[src/rtl/deserializer_ni.sv]
// Ejection-side NI stage: reassembles typed flits into one wide message and hands it
// to the consumer over a valid/ready handshake. Define DESERIALIZER_NI_ERR_CNT_EN to build the error counter.
module deserializer_ni #(
  parameter int FLIT_SIZE      = 64,
  parameter int FLIT_TYPE_SIZE = 2,
  parameter int OUTPUT_WIDTH   = 256
) (
  input  logic                      clk,
  input  logic                      rst_p,
  input  logic                      req_in,
  input  logic [FLIT_SIZE-1:0]      data_in,
  input  logic [FLIT_TYPE_SIZE-1:0] data_type_in,
  input  logic                      BroadcastL2_VN0_in,
  output logic                      avail_out,
  output logic                      req_out,
  input  logic                      avail_in,
  output logic [OUTPUT_WIDTH-1:0]   data_out,
  output logic [3:0]                num_flits_out,
  output logic                      BroadcastL2_VN0_out,
  output logic                      protocol_err,
  output logic [15:0]               err_count
);

  localparam int NUM_FLITS_MAX = (OUTPUT_WIDTH + FLIT_SIZE - 1) / FLIT_SIZE;
  localparam int PTR_W         = $clog2(NUM_FLITS_MAX + 1);
  localparam int BUF_W         = NUM_FLITS_MAX * FLIT_SIZE;

  localparam logic [FLIT_TYPE_SIZE-1:0] FLIT_HEADER      = FLIT_TYPE_SIZE'(0);
  localparam logic [FLIT_TYPE_SIZE-1:0] FLIT_PAYLOAD     = FLIT_TYPE_SIZE'(1);
  localparam logic [FLIT_TYPE_SIZE-1:0] FLIT_TAIL        = FLIT_TYPE_SIZE'(2);
  localparam logic [FLIT_TYPE_SIZE-1:0] FLIT_HEADER_TAIL = FLIT_TYPE_SIZE'(3);

  typedef enum logic [1:0] {IDLE, COLLECT, HOLD} state_t;

  state_t             state_q, state_d;
  logic [PTR_W-1:0]   ptr_q, ptr_d;
  logic [BUF_W-1:0]   buf_q, buf_d;
  logic               bcast_q, bcast_d;
  logic               err_q, err_d;
  logic               is_header;

  // Handshakes: a flit moves on req_in & avail_out, a message on req_out & avail_in.
  assign avail_out           = (state_q != HOLD);
  assign req_out             = (state_q == HOLD);
  assign data_out            = buf_q[OUTPUT_WIDTH-1:0];
  assign num_flits_out       = 4'(ptr_q);
  assign BroadcastL2_VN0_out = bcast_q;
  assign protocol_err        = err_q;
  assign is_header           = (data_type_in == FLIT_HEADER) || (data_type_in == FLIT_HEADER_TAIL);

  always_comb begin
    state_d = state_q;
    ptr_d   = ptr_q;
    buf_d   = buf_q;
    bcast_d = bcast_q;
    err_d   = 1'b0;
    case (state_q)
      IDLE, COLLECT: begin
        if (req_in) begin
          if (is_header) begin
            // A header always restarts assembly; one arriving mid-message is a framing error.
            err_d   = (state_q == COLLECT);
            buf_d   = '0;
            buf_d[FLIT_SIZE-1:0] = data_in;
            ptr_d   = PTR_W'(1);
            bcast_d = BroadcastL2_VN0_in;
            state_d = (data_type_in == FLIT_HEADER_TAIL) ? HOLD : COLLECT;
          end else if (state_q == IDLE) begin
            err_d = 1'b1;
          end else begin
            if (ptr_q < PTR_W'(NUM_FLITS_MAX)) begin
              for (int k = 0; k < NUM_FLITS_MAX; k++) begin
                if (ptr_q == PTR_W'(k)) buf_d[k*FLIT_SIZE +: FLIT_SIZE] = data_in;
              end
              ptr_d = ptr_q + PTR_W'(1);
            end else begin
              err_d = 1'b1;
            end
            if (data_type_in == FLIT_TAIL) state_d = HOLD;
          end
        end
      end
      HOLD: begin
        if (avail_in) state_d = IDLE;
      end
      default: state_d = IDLE;
    endcase
  end

  always_ff @(posedge clk) begin
    if (rst_p) begin
      state_q <= IDLE;
      ptr_q   <= '0;
      buf_q   <= '0;
      bcast_q <= 1'b0;
      err_q   <= 1'b0;
    end else begin
      state_q <= state_d;
      ptr_q   <= ptr_d;
      buf_q   <= buf_d;
      bcast_q <= bcast_d;
      err_q   <= err_d;
    end
  end

`ifdef DESERIALIZER_NI_ERR_CNT_EN
  logic [15:0] err_cnt_q;

  // Counts on the same edge that raises protocol_err, so the two stay aligned.
  always_ff @(posedge clk) begin
    if (rst_p) begin
      err_cnt_q <= '0;
    end else if (err_d && (err_cnt_q != 16'hFFFF)) begin
      err_cnt_q <= err_cnt_q + 16'd1;
    end
  end

  assign err_count = err_cnt_q;
`else
  assign err_count = '0;
`endif

endmodule

[config.mk]
export PLATFORM = sky130hd
export DESIGN_NAME = deserializer_ni
export DESIGN_NICKNAME = d
export VERILOG_FILES = /design/src/rtl/deserializer_ni.sv
export SDC_FILE = /design/constraint.sdc
export NUM_CORES = 1
export LEC_CHECK = 0
export CAP_MARGIN = 15
export CORE_MARGIN = 3
export CORE_UTILIZATION = 50
export DETAILED_ROUTE_END_ITERATION = 16
export HOLD_SLACK_MARGIN = 0.15
export PLACE_DENSITY = 0.86
export RECOVER_POWER = 50
export SKIP_LAST_GASP = 1
export SLEW_MARGIN = 20
export SYNTH_ARGS = -nofsm -noshare
export SYNTH_HDL_FRONTEND = slang
export SYNTH_SLANG_ARGS = --single-unit
export TNS_END_PERCENT = 5
[constraint.sdc]
create_clock -name clk -period 2.76 [get_ports clk]
set_input_delay 0.414 -clock clk [delete_from_list [all_inputs] [get_ports clk]]
set_output_delay 0.414 -clock clk [all_outputs]
set_load 0.01 [all_outputs]
==> metrics, run 1 <==
CTS tree built; CP peak stage delay 670 ps; GRT met2 Usage 44.0%; die width roughly 150 um; DRT Wirelength ~33,000 um; DRT antenna net count 0; Crit path depth 4; Post-synth top flop dfxtp_1; CP Class register to register; core area ~0.021 mm^2; design area roughly 0.015 mm^2; yosys warns 0; Netlist Area Pre-Place around 0.011 mm^2; n_diodes 0; Routability Congestion about 0.8; Rel. slew slack between 40% and 50%; cell breakdown of the critical path and3b_4 > buf_12 > nor3_1 > or4_1; CTS Buf Count 27; fmax around 0.44 GHz; Hold Path Class input pin to register; Crit Path Max Fanout a little under 50; setup TNS 0 ps; final count of hold timing violations 0; Global Route Usage Sum 26.3%; Cell variety after synth 34; detailed placement HPWL approximately 21,000 um; leak pwr 6.72 nW; initial antenna violation count 0; area of the multi-input gates 0.00490 mm^2; peak supply drop ~0.40 mV; Worst R2R Start state_q[0]$_SDFFE_PP0P_; critical-path cell with the highest stage delay and3b_4; Via density 6.08; largest net degree at the start of global routing slightly below 80; top cells by area, synth dfxtp_1 49%, a22o_1 16%, and4b_1 5.9%; number of global-route vias before repair ~9,000; cell accounting for the most synthesized area dfxtp_1; Setup Viol. Count Final 0; M1 GR Usage approximately 33%; Rows 53; I/O Buffers between 300 and 400; met3 global-route usage 7.79%; CP Launch Point state_q[0]$_SDFFE_PP0P_; RSZ-0062 raised after global routing false; fin. max-slew vios 0; Reg2Reg Setup Slack 470 ps; post-synth top area share about half; PwrDens about 570 mW/mm^2; Max-cap violations 0; Buf/Inv on CP 1; flops & latches, synth 263; CTS Root Cell clkbuf_16; critical path launch point type register; ys async rst share 0%; Clk pin slew, worst setup/hold paths ~60 ps; Post-CTS Setup Bufs 0; CP delay by family, top simple AND/OR/NAND/NOR gates; worst-skew pair later-pin latency ~530 ps; Final Cycle Share between 80% and 90%; Hold Buf Count CTS 0; Avg Inst Size Synth 10.5 um^2; Initial Util approximately half; sequential cell area 0.00527 mm^2; DR iter-0 viols roughly 650; GR peak layer met2; P&R area growth vs syn 39.5%; Post-route DRC 0; worst reg2reg endpoint data_out[35]$_SDFFE_PP0P_; fillcell total between 1,000 and 1,500; total gr overflow 0; Max clock buf depth 3; Placement Cell Area approximately 0.014 mm^2; Worst setup EP type register; IO Count ~350; Post-synth EDFFs 0; most frequent cell after synthesis dfxtp_1; first-pass GRT wire length roughly 52,000 um; status finished, final reports clean; layout cell share with drive strength beyond 1 under 10%; critical path capture point data_out[35]$_SDFFE_PP0P_; post-synthesis sequential area ratio approximately 49%; Data arrival, critical path around 2700 ps; CTS Sinks roughly 260; Die Height about 150 um; reg2reg path depth 4; Final Skew just under 10 ps; final net count approximately 1,400; post-layout util a little under three quarters; Post-Synthesis Cells just over 1,000; post_cts resized 0; Crit path required time ~3200 ps; die area around 0.023 mm^2; wire length per cell 20.5 um; min cycle time layout around 2300 ps; via count around 9,700; Post-synth top cells 263 x dfxtp_1, 193 x a22o_1, 67 x nor3_1, 67 x nor4b_1, 66 x nor3b_1; Initial DRT Pass Iterations 5; Worst-Margin Slew about 820 ps; H-tree Lvls 1
==> placed cells by master, fill, tap and decap left out, drive strengths merged, types with 2 or more instances in the layout <==
cell,count
a22o,193
clkdlybuf4s50,75
nor2,2
a21oi,2
dfxtp,263
clkinvlp,2
nor2b,3
nand2,65
nor4b,67
and4b,64
and3b,4
nor3,67
clkbuf,40
clkinv,5
nand2b,3
buf,23
dlygate4sd3,257
or4,64
nor3b,66
o22ai,3
inv,9
o21ai,3
conb,17
ha,7
==> stage by stage <==
stage	hold slack (ps)	power, mW	cells	setup slack (ps)
6_report	412	8.67	1588	471
5_1_grt	434	8.97	1588	375
4_1_cts	395	8.75	1588	514
3_5_place_dp	453	5.18	1541	21.7
3_3_place_gp	454	5.15	1541	107
2_1_floorplan	498	4.62	1047	815
==> where the power goes <==
group	internal [mW]	total, mW	leakage [nW]	switching [mW]
Clock	2.12	3.60	0.438	1.49
Sequential	3.90	3.98	2.13	0.0733
Combinational	0.460	1.08	4.15	0.623
==> per-layer routing <==
| metal | share of wire (%) | vias up |
|---|---|---|
| li1 | - | 4469 |
| met1 | 41 | 4730 |
| met2 | 47 | 415 |
| met3 | 9.7 | 48 |
| met4 | 2.2 | 0 |
| met5 | 0 | - |
==> flip-flops by register name (all words and copies together), names as in the netlist <==
signal               cells
BroadcastL2_VN0_out      1
data_out               256
protocol_err             1
ptr_q                    3
state_q                  2
==> worst min path at each step <==
stage                                                 from                                to  slack [ps]  cells after the start
after global placement          data_out[252]$_SDFFE_PP0P_        data_out[252]$_SDFFE_PP0P_         450                      1
after CTS                                            rst_p           state_q[1]$_SDFFE_PP0P_         390                      2
after global routing                                 rst_p           state_q[1]$_SDFFE_PP0P_         430                      2
after detailed placement         data_out[71]$_SDFFE_PP0P_         data_out[71]$_SDFFE_PP0P_         450                      1
final                                                rst_p           state_q[1]$_SDFFE_PP0P_         410                      2
after floorplan           BroadcastL2_VN0_out$_SDFFE_PP0P_  BroadcastL2_VN0_out$_SDFFE_PP0P_         500                      2
==> area by class of cell <==
type / count / share of cell area (%)
well taps: 275 / 2.27
multi-input cells: 638 / 32.4
clock inverters: 9 / 0.521
flip-flops and latches: 263 / 34.8
inverters: 8 / 0.198
clock buffers: 38 / 5.33
repair buffers: 357 / 24.5
==> cells by family (layout without fill, tap and decap cells) <==
kind of cell             Yosys count  in the layout  share of synthesized area [%]
AO/OA/AOI/OAI                    206            206                           16.6
buffers and inverters            146            412                           7.38
flip-flops                       263            263                           48.5
other                              1             17                         0.0346
adder cells (fa/ha/maj)            7              7                          0.807
AND/OR/NAND/NOR                  408            408                           26.7
No activity file was read; power rests on OpenSTA's default activity.
==> run 2, diff against run 1 <==
Settings changed: CORE_UTILIZATION 50 to 42, PLACE_DENSITY 0.86 to 0.77.
Clock period 2.76 ns to 1.88 ns, I/O delays scaled along.
==> metrics, run 2 (same netlist as run 1, synthesis figures left out) <==
status finished with violations (was finished, final reports clean); failing checks negative setup slack; PwrDens 825 mW/mm^2 (was 573 mW/mm^2); Via density 5.82 (was 6.08); DRT Wirelength 35,500 um (was 32,500 um); sequential cell area 0.00527 mm^2 (about the same); CP peak stage delay 500 ps (was 670 ps); final setup margin -28.9 ps (was 471 ps); detailed placement HPWL 23,000 um (was 20,800 um); Post-route DRC 0 (unchanged); total gr overflow 0 (unchanged); design area 0.0159 mm^2 (was 0.0151 mm^2); Switching Fraction 25.2% (about the same); CTS Root Cell clkbuf_16 (unchanged); worst-skew pair later-pin latency 530 ps (about the same); Crit path required time 2270 ps (was 3160 ps); cell breakdown of the critical path inv_1 > ha_4 > and3b_4 > buf_4 > buf_6 > and4b_1 > or4_1 (was and3b_4 > buf_12 > nor3_1 > or4_1); Setup Viol. Count Final 5 (was 0); min cycle time layout 1910 ps (was 2290 ps); initial antenna violation count 0 (unchanged); Placement Cell Area 0.0149 mm^2 (was 0.0142 mm^2); Max-cap violations 0 (unchanged); Hold Path Class input pin to register (unchanged); DRT antenna net count 0 (unchanged); WHS 330 ps (was 412 ps); P&R area growth vs syn 46.9% (was 39.5%); final net count 1,445 (was 1,373); commonest non-fill, non-tap cell in the layout dfxtp_1 (unchanged); peak supply drop 0.646 mV (was 0.401 mV); I/O Buffers 333 (unchanged); via count 9,982 (was 9,662); CTS tree built (unchanged); CP Class register to register (unchanged); Initial DRT Pass Iterations 5 (unchanged); CTS Sinks 263 (unchanged); Cell Count, Final, Fillers Out 1,715 (was 1,588); first-pass GRT wire length 54,200 um (was 51,800 um); clock power share 41.7% (was 41.6%); layout cell share with drive strength beyond 1 11.3% (was 6.25%); Final Cycle Share 102% (was 82.9%); fillcell total 2,020 (was 1,446); Die Height 167 um (was 153 um); RSZ-0062 raised after global routing true (was false); Initial Util 43.0% (was 51.3%); Comb power frac 13.9% (was 12.5%); Crit Path Max Fanout 6 (was 49); IO Count 351 (unchanged); die width 167 um (was 153 um); H-tree Lvls 1 (unchanged); cell count after placement 1,659 (was 1,541); Rows 58 (was 53); fin. max-slew vios 0 (unchanged); Largest register FFs 256 (unchanged); wire length per cell 20.7 um (was 20.5 um); Global Route Usage Sum 23.2% (was 26.3%); CTS Buf Count 27 (unchanged); Routability Congestion 0.792 (was 0.801); P_sw 3.31 mW (was 2.18 mW); critical path launch point type register (unchanged); n_diodes 0 (unchanged); leak pwr 6.90 nW (was 6.72 nW); Pint 9.83 mW (was 6.48 mW); DR iter-0 viols 713 (was 648); area of the multi-input gates 0.00493 mm^2 (was 0.00490 mm^2); sequential power share 44.5% (was 45.9%); Clk pin slew, worst setup/hold paths 70 ps (was 60 ps); total power 13.1 mW (was 8.67 mW); Final Skew 9.10 ps (was 9.68 ps); Data arrival, critical path 2300 ps (was 2690 ps); core area 0.0253 mm^2 (was 0.0212 mm^2); Hold Buf Count CTS 0 (unchanged); Max clock buf depth 3 (unchanged); die area 0.0278 mm^2 (was 0.0235 mm^2); final count of hold timing violations 0 (unchanged); post-layout util 63.1% (was 71.5%); largest net degree at the start of global routing 69 (was 77); Worst setup EP type register (unchanged); number of global-route vias before repair 9,430 (was 9,188); most frequent cells in the layout 260 x dfxtp_1, 193 x a22o_1, 179 x dlygate4sd3_1 (was 263 x dfxtp_1, 257 x dlygate4sd3_1, 193 x a22o_1); critical-path cell with the highest stage delay or4_1 (was and3b_4); fmax 0.524 GHz (was 0.437 GHz)
## run 2: cell count changes in the layout (fill, tap and decap cells not counted), moves of 4 or more
cell             previous run  this run
clkdlybuf4s50_1            75       151
dlygate4sd3_1             257       179
buf_4                       8        66
clkbuf_16                  27        31
clkbuf_8                   10         3
buf_12                     15        21
## run 2: power by group through the flow
stage / Clock (mW) / Sequential (mW) / Combinational (mW)
floorplan: 0 / 6.02 / 0.768
global placement: 0 / 5.95 / 1.75
detailed placement: 0 / 5.96 / 1.78
CTS: 5.56 / 5.84 / 1.79
global route: 5.78 / 5.86 / 1.94
finish: 5.48 / 5.84 / 1.82
## run 2: worst max-delay path: cells and delay by family (launching register included)
| family | cells | cell delay, ps |
|---|---|---|
| fa+ha+maj | 1 | 170 |
| flops | 1 | 330 |
| buf+inv | 3 | 340 |
| simple gates | 3 | 920 |
## run 2: cell type report
class / count / area share [%]
multi-input combinational: 639 / 31.0
clock inverter: 14 / 1.12
inverter: 8 / 0.188
clock buffer: 33 / 4.51
tap: 330 / 2.59
sequential: 263 / 33.1
timing repair buffer: 428 / 27.6
## run 2: timing repair
action                                  CTS  global route
resized for setup                         2             6
pin swaps                                 0             1
cloned                                    0             7
setup buffers                             0             2
endpoints found under the setup margin    9           138
## run 2: path summary, 6_finish.rpt
check	depth (start not counted)	slack, ps	end	start
max	7	-30	data_out[41]$_SDFFE_PP0P_	ptr_q[1]$_SDFFE_PP0P_
min	3	330	BroadcastL2_VN0_out$_SDFFE_PP0P_	BroadcastL2_VN0_in
max reg2reg	7	-30	data_out[41]$_SDFFE_PP0P_	ptr_q[1]$_SDFFE_PP0P_
min reg2reg	1	470	data_out[136]$_SDFFE_PP0P_	data_out[136]$_SDFFE_PP0P_
## run 2: metrics by stage
stage | setup WS [ps] | setup TNS [ps]
finish | -28.9 | -61.4
global route | -79.4 | -3180
CTS | -145 | -195
detailed placement | -477 | -94880
global placement | -403 | -85870
floorplan | 2.46 | 0
## run 2: per-layer routing
| metal | wire length (um) | share of wire, % | global-route usage (%) |
|---|---|---|---|
| met3 | 2690 | 7.6 | 5.60 |
| met5 | 0 | 0 | 0 |
| met4 | 813 | 2.3 | 5.70 |
| met2 | 16900 | 48 | 39.2 |
| met1 | 15000 | 42 | 30.2 |
==> run 3, diff against run 2 <==
Settings changed: RECOVER_POWER 50 to 100.
==> metrics, run 3 (same netlist as run 1, synthesis figures left out) <==
status finished with violations (unchanged); failing checks negative setup slack (unchanged); Cell Count, Final, Fillers Out 1,715 (unchanged); reg2reg path depth 7 (unchanged); post-layout util 63.0% (was 63.1%); CP Class register to register (unchanged); RSZ-0062 raised after global routing true (unchanged); leak pwr 7.06 nW (was 6.90 nW); CTS Buf Count 27 (unchanged); most frequent cells in the layout 260 x dfxtp_1, 231 x dlygate4sd3_1, 193 x a22o_1 (was 260 x dfxtp_1, 193 x a22o_1, 179 x dlygate4sd3_1); Initial DRT Pass Iterations 5 (unchanged); fin. max-slew vios 0 (unchanged); Max-cap violations 0 (unchanged); Post-route DRC 0 (unchanged); Final Skew 8.70 ps (was 9.10 ps); IO Count 351 (unchanged); core area 0.0253 mm^2 (unchanged); WHS 328 ps (was 330 ps); largest net degree at the start of global routing 69 (unchanged); Rows 58 (unchanged); Die Height 167 um (unchanged); design area 0.0159 mm^2 (about the same); final setup margin -24.6 ps (was -28.9 ps); Crit Path Max Fanout 6 (unchanged); CTS tree built (unchanged); Pint 9.80 mW (was 9.83 mW); Crit path required time 2280 ps (was 2270 ps); Global Route Usage Sum 23.2% (unchanged); Comb power frac 13.7% (was 13.9%); peak supply drop 0.642 mV (was 0.646 mV); DRT Wirelength 35,400 um (was 35,500 um); layout cell share with drive strength beyond 1 11.0% (was 11.3%); Final Cycle Share 101% (was 102%); CTS Sinks 263 (unchanged); clock power share 41.8% (was 41.7%); DR iter-0 viols 658 (was 713); H-tree Lvls 1 (unchanged); first-pass GRT wire length 54,200 um (unchanged); Clk pin slew, worst setup/hold paths 70 ps (about the same); fmax 0.525 GHz (was 0.524 GHz); I/O Buffers 333 (unchanged); total gr overflow 0 (unchanged); die area 0.0278 mm^2 (unchanged); Worst setup EP type register (unchanged); Initial Util 43.0% (unchanged); critical path launch point type register (unchanged); Reg2Reg Setup Slack -20 ps (was -30 ps); final count of hold timing violations 0 (unchanged); critical path capture point data_out[41]$_SDFFE_PP0P_ (unchanged); Worst R2R Start ptr_q[1]$_SDFFE_PP0P_ (unchanged); Largest register FFs 256 (unchanged); Hold Path Class input pin to register (unchanged); via count 10,000 (was 9,982); initial antenna violation count 0 (unchanged); CTS Root Cell clkbuf_16 (unchanged); wire length per cell 20.6 um (was 20.7 um); CP Launch Point ptr_q[1]$_SDFFE_PP0P_ (unchanged); cell count after placement 1,659 (unchanged); worst-skew pair later-pin latency 530 ps (about the same); Max clock buf depth 3 (unchanged); min cycle time layout 1900 ps (was 1910 ps); Switching Fraction 25.2% (about the same); Data arrival, critical path 2300 ps (about the same); n_diodes 0 (unchanged); Via density 5.83 (was 5.82); worst reg2reg endpoint data_out[41]$_SDFFE_PP0P_ (unchanged); DRT antenna net count 0 (unchanged); Setup Viol. Count Final 4 (was 5); commonest non-fill, non-tap cell in the layout dfxtp_1 (unchanged); fillcell total 2,022 (was 2,020); sequential power share 44.5% (about the same); detailed placement HPWL 23,000 um (unchanged); critical-path cell with the highest stage delay or4_1 (unchanged); die width 167 um (unchanged); PwrDens 824 mW/mm^2 (was 825 mW/mm^2); Placement Cell Area 0.0149 mm^2 (unchanged); P_sw 3.30 mW (was 3.31 mW); CP peak stage delay 500 ps (about the same); Routability Congestion 0.792 (unchanged); cell breakdown of the critical path inv_1 > ha_4 > and3b_4 > buf_4 > buf_6 > and4b_1 > or4_1 (unchanged); P&R area growth vs syn 46.7% (was 46.9%); final net count 1,445 (unchanged); number of global-route vias before repair 9,430 (unchanged)
## run 3: changes by cell type in the layout (fill, tap and decap cells not counted)
cell,change
buf_2,+1
buf_4,-2
clkbuf_2,+1
clkdlybuf4s50_1,-52
dlygate4sd3_1,+52
nor2b_1,+1
nor2b_2,-1
nor4b_1,+2
nor4b_2,-2
## run 3: final cells by class
type                            instances  area [um^2]  share of cell area (%)
Sequential cell                       263         5270                    33.1
Clock inverter                         14          179                    1.12
Inverter                                8         30.0                   0.189
Multi-Input combinational cell        639         4920                    30.9
Tap cell                              330          413                    2.59
Timing Repair Buffer                  428         4390                    27.6
Clock buffer                           33          718                    4.51
## run 3: how the worst min path moves through the flow
stage,start,to,slack [ps],cells after the start
floorplan,data_in[36],data_out[100]$_SDFFE_PP0P_,410,1
global route,BroadcastL2_VN0_in,BroadcastL2_VN0_out$_SDFFE_PP0P_,330,3
global placement,data_out[126]$_SDFFE_PP0P_,data_out[126]$_SDFFE_PP0P_,450,1
finish,BroadcastL2_VN0_in,BroadcastL2_VN0_out$_SDFFE_PP0P_,330,3
CTS,BroadcastL2_VN0_in,BroadcastL2_VN0_out$_SDFFE_PP0P_,310,3
detailed placement,data_out[132]$_SDFFE_PP0P_,data_out[132]$_SDFFE_PP0P_,460,1
## run 3: critical path, delay by kind of cell (launching register included)
family / cells / cell delay (ps)
and+or+nand+nor: 3 / 920
buffers and inverters: 3 / 340
DFF: 1 / 330
adders and majority gates: 1 / 170
## run 3: what timing repair did
action	4_1_cts	5_1_grt
hold buffers	0	0
gates cloned	0	7
gates resized for setup	2	6
setup endpoints to repair	9	138
pin swaps	0	1
buffers inserted	0	2
## run 3: metal layers
metal	track usage, %	vias up	share of wire, %
met3	5.60	56	7.8
li1	-	4620	-
met1	30.2	4900	42
met4	5.70	0	2.3
met5	0	-	0
met2	39.2	425	48
## run 3: power groups by stage
stage	logic (mW)	clock network [mW]	registers [mW]
after CTS	1.79	5.56	5.84
after global routing	1.91	5.78	5.86
after detailed placement	1.78	0	5.96
final	1.79	5.48	5.84
after floorplan	0.768	0	6.02
after global placement	1.75	0	5.95
## run 3: stage by stage
step | power [mW] | setup TNS, ps | setup WS (ps)
after floorplan | 6.79 | 0 | 2.46
after global placement | 7.70 | -85870 | -403
after detailed placement | 7.74 | -94880 | -477
after CTS | 13.2 | -195 | -145
after global routing | 13.5 | -2930 | -79.4
final | 13.1 | -58.0 | -24.6
